File: src/rtl/sd_playback_pkg.sv
// Shared types and helpers for the SD playback sequencer: state encodings,
// pending-event kinds and index wrap arithmetic.
package sd_playback_pkg;

  typedef enum logic [2:0] {
    ST_IDLE      = 3'd0,
    ST_FETCH     = 3'd1,
    ST_WAIT_ROOM = 3'd2,
    ST_PAUSED    = 3'd3,
    ST_DRAIN     = 3'd4
  } state_t;

  // Button event latched during FETCH and acted on at sd_done.
  typedef enum logic [1:0] {
    EV_NONE  = 2'd0,
    EV_PAUSE = 2'd1,
    EV_SKIP  = 2'd2,
    EV_STOP  = 2'd3
  } event_t;

  function automatic int unsigned wrap_step(input int unsigned idx, input logic dec,
                                            input int unsigned n);
    if (dec) return (idx == 0) ? n - 1 : idx - 1;
    return (idx + 1 >= n) ? 0 : idx + 1;
  endfunction

endpackage

File: src/rtl/sd_playback_sequencer_song_table_mux.sv
// Combinational lookup of one song's start address and block count from the
// flattened song table; also used by the display path.
module song_table_mux #(
  parameter int NUM_SONGS = 4,
  parameter int ADDR_W    = 32,
  parameter int LEN_W     = 16,
  parameter int IDX_W     = (NUM_SONGS > 1) ? $clog2(NUM_SONGS) : 1
) (
  input  logic [NUM_SONGS*ADDR_W-1:0] song_start,
  input  logic [NUM_SONGS*LEN_W-1:0]  song_blocks,
  input  logic [IDX_W-1:0]            idx,
  output logic [ADDR_W-1:0]           start,
  output logic [LEN_W-1:0]            blocks
);

  always_comb begin
    start  = '0;
    blocks = '0;
    for (int i = 0; i < NUM_SONGS; i++) begin
      if (32'(idx) == i) begin
        start  = song_start[i*ADDR_W +: ADDR_W];
        blocks = song_blocks[i*LEN_W +: LEN_W];
      end
    end
  end

endmodule

File: src/rtl/sd_playback_sequencer.sv
// Playback controller: walks the song table, requests one SD block at a time
// when the FIFO has room, and handles select/pause, skip, stop and loop.
module sd_playback_sequencer
  import sd_playback_pkg::*;
#(
  parameter int NUM_SONGS = 4,
  parameter int ADDR_W    = 32,
  parameter int LEN_W     = 16,
  parameter int ADDR_STEP = 512,
  parameter int IDX_W     = (NUM_SONGS > 1) ? $clog2(NUM_SONGS) : 1
) (
  input  logic                        clk_25mhz,
  input  logic                        rst,
  input  logic [NUM_SONGS*ADDR_W-1:0] song_start,
  input  logic [NUM_SONGS*LEN_W-1:0]  song_blocks,
  input  logic                        btn_select,
  input  logic                        btn_up,
  input  logic                        btn_down,
  input  logic                        btn_stop,
  input  logic                        loop_en,
  input  logic                        fifo_room,
  input  logic                        fifo_empty,
  input  logic                        sd_done,
  output logic                        sd_read,
  output logic [ADDR_W-1:0]           sd_addr,
  output logic                        stream_en,
  output logic [IDX_W-1:0]            song_num,
  output logic [2:0]                  state_out,
  output logic                        song_done
);

  state_t            state;
  event_t            pend;
  event_t            evt;
  logic [IDX_W-1:0]  pend_idx;
  logic [IDX_W-1:0]  tgt_idx;
  logic [IDX_W-1:0]  prev_idx;
  logic [IDX_W-1:0]  next_idx;
  logic [LEN_W-1:0]  blocks_left;
  logic [LEN_W-1:0]  cur_blocks;
  logic [LEN_W-1:0]  tgt_blocks;
  logic [ADDR_W-1:0] cur_start;
  logic [ADDR_W-1:0] tgt_start;
  logic              resume_drain;
  logic              last_block;
  logic              skip_btn;

  assign state_out  = state;
  assign prev_idx   = IDX_W'(wrap_step(32'(song_num), 1'b1, NUM_SONGS));
  assign next_idx   = IDX_W'(wrap_step(32'(song_num), 1'b0, NUM_SONGS));
  assign last_block = (blocks_left == LEN_W'(1));
  assign skip_btn   = btn_up | btn_down;

  // Fresh buttons override any latched event: stop > skip > pause.
  always_comb begin
    evt     = pend;
    tgt_idx = pend_idx;
    if (btn_up)        tgt_idx = prev_idx;
    else if (btn_down) tgt_idx = next_idx;
    if (btn_stop)        evt = EV_STOP;
    else if (skip_btn)   evt = EV_SKIP;
    else if (btn_select) evt = EV_PAUSE;
  end

  song_table_mux #(
    .NUM_SONGS (NUM_SONGS),
    .ADDR_W    (ADDR_W),
    .LEN_W     (LEN_W),
    .IDX_W     (IDX_W)
  ) u_cur_mux (
    .song_start  (song_start),
    .song_blocks (song_blocks),
    .idx         (song_num),
    .start       (cur_start),
    .blocks      (cur_blocks)
  );

  song_table_mux #(
    .NUM_SONGS (NUM_SONGS),
    .ADDR_W    (ADDR_W),
    .LEN_W     (LEN_W),
    .IDX_W     (IDX_W)
  ) u_tgt_mux (
    .song_start  (song_start),
    .song_blocks (song_blocks),
    .idx         (tgt_idx),
    .start       (tgt_start),
    .blocks      (tgt_blocks)
  );

  always_ff @(posedge clk_25mhz) begin
    if (rst) begin
      state        <= ST_IDLE;
      song_num     <= '0;
      sd_addr      <= '0;
      sd_read      <= 1'b0;
      stream_en    <= 1'b0;
      song_done    <= 1'b0;
      blocks_left  <= '0;
      pend         <= EV_NONE;
      pend_idx     <= '0;
      resume_drain <= 1'b0;
    end else begin
      sd_read   <= 1'b0;
      song_done <= 1'b0;
      case (state)
        ST_IDLE: begin
          if (btn_select) begin
            if (cur_blocks != '0) begin
              sd_addr      <= cur_start;
              blocks_left  <= cur_blocks;
              sd_read      <= 1'b1;
              pend         <= EV_NONE;
              resume_drain <= 1'b0;
              state        <= ST_FETCH;
            end
          end else if (btn_up) begin
            song_num <= prev_idx;
          end else if (btn_down) begin
            song_num <= next_idx;
          end
        end

        ST_FETCH: begin
          if (sd_done) begin
            blocks_left <= blocks_left - LEN_W'(1);
            sd_addr     <= sd_addr + ADDR_W'(ADDR_STEP);
            stream_en   <= 1'b1;
            pend        <= EV_NONE;
            case (evt)
              EV_STOP: begin
                stream_en <= 1'b0;
                state     <= ST_IDLE;
              end
              EV_SKIP: begin
                song_num     <= tgt_idx;
                resume_drain <= 1'b0;
                if (tgt_blocks != '0) begin
                  sd_addr     <= tgt_start;
                  blocks_left <= tgt_blocks;
                  state       <= ST_WAIT_ROOM;
                end else begin
                  blocks_left <= '0;
                  stream_en   <= 1'b0;
                  state       <= ST_IDLE;
                end
              end
              EV_PAUSE: begin
                stream_en    <= 1'b0;
                resume_drain <= last_block;
                state        <= ST_PAUSED;
              end
              default: state <= last_block ? ST_DRAIN : ST_WAIT_ROOM;
            endcase
          end else begin
            pend     <= evt;
            pend_idx <= tgt_idx;
          end
        end

        ST_WAIT_ROOM: begin
          if (btn_stop) begin
            stream_en <= 1'b0;
            state     <= ST_IDLE;
          end else if (skip_btn) begin
            song_num     <= tgt_idx;
            resume_drain <= 1'b0;
            if (tgt_blocks != '0) begin
              sd_addr     <= tgt_start;
              blocks_left <= tgt_blocks;
            end else begin
              blocks_left <= '0;
              stream_en   <= 1'b0;
              state       <= ST_IDLE;
            end
          end else if (btn_select) begin
            stream_en    <= 1'b0;
            resume_drain <= 1'b0;
            state        <= ST_PAUSED;
          end else if (fifo_room) begin
            sd_read <= 1'b1;
            state   <= ST_FETCH;
          end
        end

        ST_PAUSED: begin
          if (btn_stop) begin
            stream_en <= 1'b0;
            state     <= ST_IDLE;
          end else if (skip_btn) begin
            song_num     <= tgt_idx;
            resume_drain <= 1'b0;
            if (tgt_blocks != '0) begin
              sd_addr     <= tgt_start;
              blocks_left <= tgt_blocks;
              state       <= ST_WAIT_ROOM;
            end else begin
              blocks_left <= '0;
              stream_en   <= 1'b0;
              state       <= ST_IDLE;
            end
          end else if (btn_select) begin
            stream_en    <= 1'b1;
            resume_drain <= 1'b0;
            state        <= resume_drain ? ST_DRAIN : ST_WAIT_ROOM;
          end
        end

        ST_DRAIN: begin
          if (btn_stop) begin
            stream_en <= 1'b0;
            state     <= ST_IDLE;
          end else if (fifo_empty) begin
            song_done <= 1'b1;
            if (loop_en) begin
              sd_addr     <= cur_start;
              blocks_left <= cur_blocks;
              sd_read     <= 1'b1;
              state       <= ST_FETCH;
            end else begin
              song_num  <= next_idx;
              stream_en <= 1'b0;
              state     <= ST_IDLE;
            end
          end
        end

        default: state <= ST_IDLE;
      endcase
    end
  end

endmodule
File: config.mk
export PLATFORM = sky130hd
export DESIGN_NAME = sd_playback_sequencer
export DESIGN_NICKNAME = d
export VERILOG_FILES = /design/src/rtl/sd_playback_pkg.sv /design/src/rtl/sd_playback_sequencer_song_table_mux.sv /design/src/rtl/sd_playback_sequencer.sv
export SDC_FILE = /design/constraint.sdc
export NUM_CORES = 1
export LEC_CHECK = 0
export ABC_CLOCK_PERIOD_IN_PS = 3400
export CAP_MARGIN = 20
export CORE_MARGIN = 2
export CORE_UTILIZATION = 43
export DETAILED_ROUTE_END_ITERATION = 8
export PLACE_DENSITY = 0.82
export SLEW_MARGIN = 20
export SYNTH_ARGS = -nofsm -noshare
export SYNTH_HDL_FRONTEND = slang
export SYNTH_SLANG_ARGS = --single-unit
File: constraint.sdc
create_clock -name clk_25mhz -period 3.4 [get_ports clk_25mhz]
set_input_delay 0.68 -clock clk_25mhz [delete_from_list [all_inputs] [get_ports clk_25mhz]]
set_output_delay 0.68 -clock clk_25mhz [all_outputs]
set_load 0.005 [all_outputs]
==> results.yml <==
final_layout:
  fillers: 1249
  syn_to_final_growth_pct: 63.9
  final_cell_mix: "clkdlybuf4s50_1 (238), buf_4 (163), nor2_1 (110), nand2_1 (98), o21ai_0 (90)"
  ff_latch_area_mm2: 0.00122
  nets: 1522
  layout_commonest_cell: "clkdlybuf4s50_1"
  multiInputGateArea_mm2: 0.00587
  num_antenna_cells: 0
  drive_above_1_share: 0.234
sta:
  finalHoldViolCount: 0
  fin_worst_skew_ps: 7.58
  finalWorstSetupSlack_ps: -154
  maxSlewViolCount: 0
  whs_ps: 455
  setup_viol: 39
  tightest_slew_ps: 773
  slew_headroom: 0.481
  rsz0062_at_grt: "yes"
  fin_crit_sh: 1.05
  final.setup.tns_ps: -3630
  min_period_ps: 3550
  fmax_mhz: 281
critical_path:
  reg2reg_depth: 13
  start_kind: "flip-flop"
  slowest_stage: "or4_4"
  critPathTopFamily: "compound AO/OA/AOI/OAI gates"
  cp_num_buf_inv: 3
  cp.depth: 13
  criticalPathCategory: "flip-flop to flip-flop"
  worstPathMaxFanout: 9
  max_stage_delay_ps: 550
  crit_arrival_ps: 3760
  path_cells: "inv_2, ha_4, and2b_1, a211o_4, buf_12, mux2i_4, o2111ai_2, or4_4, a211oi_4, buf_6, nor2_2, a221oi_1, o32ai_1"
  cp.required_ps: 3610
  end_kind: "flip-flop"
power:
  vdd_drop_max_uv: 666
  p_clk_frac: 0.141
  switching_power_uw: 3320
  p_per_area_mw_per_mm2: 655
  internal_power_uw: 4350
  p_leak_uw: 0.00451
  combPwrFrac: 0.709
  switching_share: 0.433
  pwr-share-seq: 0.151
worst_hold_path:
  holdPathStages: 2
  hold_class: "flip-flop to flip-flop"
drt:
  routed_wl_mm: 33.7
  num_vias: 10023
  postRouteAntennaNets: 0
  wire_per_inst_um: 21.9
  dr.pass1.iters: 6
  drc_errors: 0
  drtIter0Drc: 1175
  viasPerCell: 6.52
yosys:
  syn_inst: 967
  ys_async_sr_fraction: 0
  netlist_area_mm2: 0.00714
  synth_flop_cell: "dfxtp_1"
  yosysSeqAreaShare: 0.171
  synth.net_count: 1176
  avgSynthCellArea_um2: 7.38
  yosys_warnings: 0
  ys_ff_latch: 61
  synth_edf_count: 0
  synth_cell_types: 77
die:
  die_x_um: 133
  start_util: 0.435
  coreArea_mm2: 0.0164
  dieArea_mm2: 0.0176
  rows: 47
  die_y_um: 133
  io_pins: 242
grt:
  antenna_found_initial: 0
  grt_pass1_vias: 9876
  grt_max_degree: 43
  grt_pass1_wl_mm: 51.6
  grt-ovfl-total: 0
  track_usage: 0.365
clock_network:
  clock_path_buffers: 2
  cts_buffers: 9
  clkLatencyLatePin_ps: 340
  cts-htree-levels: 3
  postCtsHoldBufs: 0
  cts_tree: "yes"
  path_clk_slew_ps: 60
  root_buffer: "clkbuf_16"
  cts_sinks: 61
placement:
  routabilityCongestion: 0.995
  dp_hpwl_mm: 24.4
  port-buffer-count: 241
run_status:
  status: "finished with violations"
  violations: "negative setup slack"
flow_run:
  maxCapViolCount: 0
synth_stat cells (4+ instances only):
library cell,n,area share
clkbuf_1,54,0.028
nand3_1,22,0.015
nor4_1,8,0.0070
nor3b_1,6,0.0063
a21boi_0,5,0.0053
a21o_1,6,0.0063
buf_1,12,0.0063
mux4_2,30,0.095
nand2b_1,12,0.011
buf_6,4,0.0063
a31oi_1,6,0.0053
o211ai_1,11,0.012
or3_1,5,0.0044
a221oi_1,14,0.017
nor2b_1,16,0.014
o32ai_1,8,0.0098
a211oi_1,19,0.020
xor2_1,5,0.0061
o31ai_1,4,0.0042
a21oi_1,66,0.046
or2_2,6,0.0053
buf_2,13,0.0091
o22ai_1,6,0.0053
nor3_1,17,0.012
o311a_1,4,0.0056
nor2_1,112,0.059
nand3b_1,6,0.0063
a221o_1,43,0.060
and3_1,16,0.014
a311oi_1,6,0.0074
a22oi_1,20,0.021
dfxtp_1,61,0.17
buf_4,4,0.0042
inv_1,23,0.012
o21ai_0,93,0.065
nand2_1,99,0.052
and2_1,5,0.0044
a32o_1,18,0.025
ha_1,7,0.012
mux2i_1,36,0.050
nand4_1,6,0.0053
o221ai_1,4,0.0049
flip-flops by register name, indices dropped and copies added, names as in the netlist:
signal / flops
pend_idx: 2
song_num: 2
pend: 2
stream_en: 1
blocks_left: 16
sd_addr: 32
sd_read: 1
song_done: 1
resume_drain: 1
state_out: 3
cell type report:
type                       count  area share
multi-input combinational    797       0.502
timing repair buffer         420       0.334
sequential                    61       0.105
tap                          220      0.0235
clock buffer                  10      0.0196
clock inverter                 6     0.00952
inverter                      24     0.00770
routing by layer:
layer  wire (µm)  global-route usage
met1       12400               0.427
met5           0                   0
met4        1610               0.158
met3        3420              0.0824
met2       16200               0.639
repair_timing:
action | 4_1_cts | 5_1_grt
gates resized for setup | 62 | 24
setup buffers | 12 | 1
setup endpoints to repair | 50 | 50
gates cloned | 5 | 1
pin swaps | 14 | 10
tightest hold or removal path: stages (launching register included):
cell     delay (ps)
dfxtp_1         310
nand2_1          50
a21oi_1          50
cells by family after synthesis:
group	after synthesis	synth area share
compound gates	364	0.362
simple gates	349	0.231
buf+inv	111	0.0670
mux	67	0.147
flops	61	0.171
fa+ha+maj	8	0.0137
xor+xnor	7	0.00859
worst paths after layout:
| path | from | endpoint | slack, ps |
|---|---|---|---|
| min reg2reg | blocks_left[8]$_SDFFE_PP0P_ | blocks_left[8]$_SDFFE_PP0P_ | 460 |
| min | blocks_left[8]$_SDFFE_PP0P_ | blocks_left[8]$_SDFFE_PP0P_ | 460 |
| max reg2reg | song_num[0]$_SDFFE_PP0P_ | sd_addr[28]$_SDFFE_PP0P_ | -150 |
| max | song_num[0]$_SDFFE_PP0P_ | sd_addr[28]$_SDFFE_PP0P_ | -150 |
per-stage QoR:
stage	total power [µW]	cells	cell area [µm²]	util	setup WS (ps)
after global routing	8060	1538	11700	0.713	-257
after CTS	7390	1536	11600	0.704	-102
after floorplan	3990	967	7160	-	-8.07
after global placement	5840	1503	10800	0.656	-682
final	7670	1538	11700	0.713	-154
after detailed placement	5930	1503	10800	0.656	-782
power by group through the flow:
stage	Sequential (µW)	Combinational (µW)	Clock [µW]
2_1_floorplan	1110	2890	0
3_3_place_gp	1140	4700	0
3_5_place_dp	1150	4780	0
4_1_cts	1140	5180	1070
5_1_grt	1180	5770	1110
6_report	1160	5440	1080
Note: power is estimated with default switching activity, not from simulation.
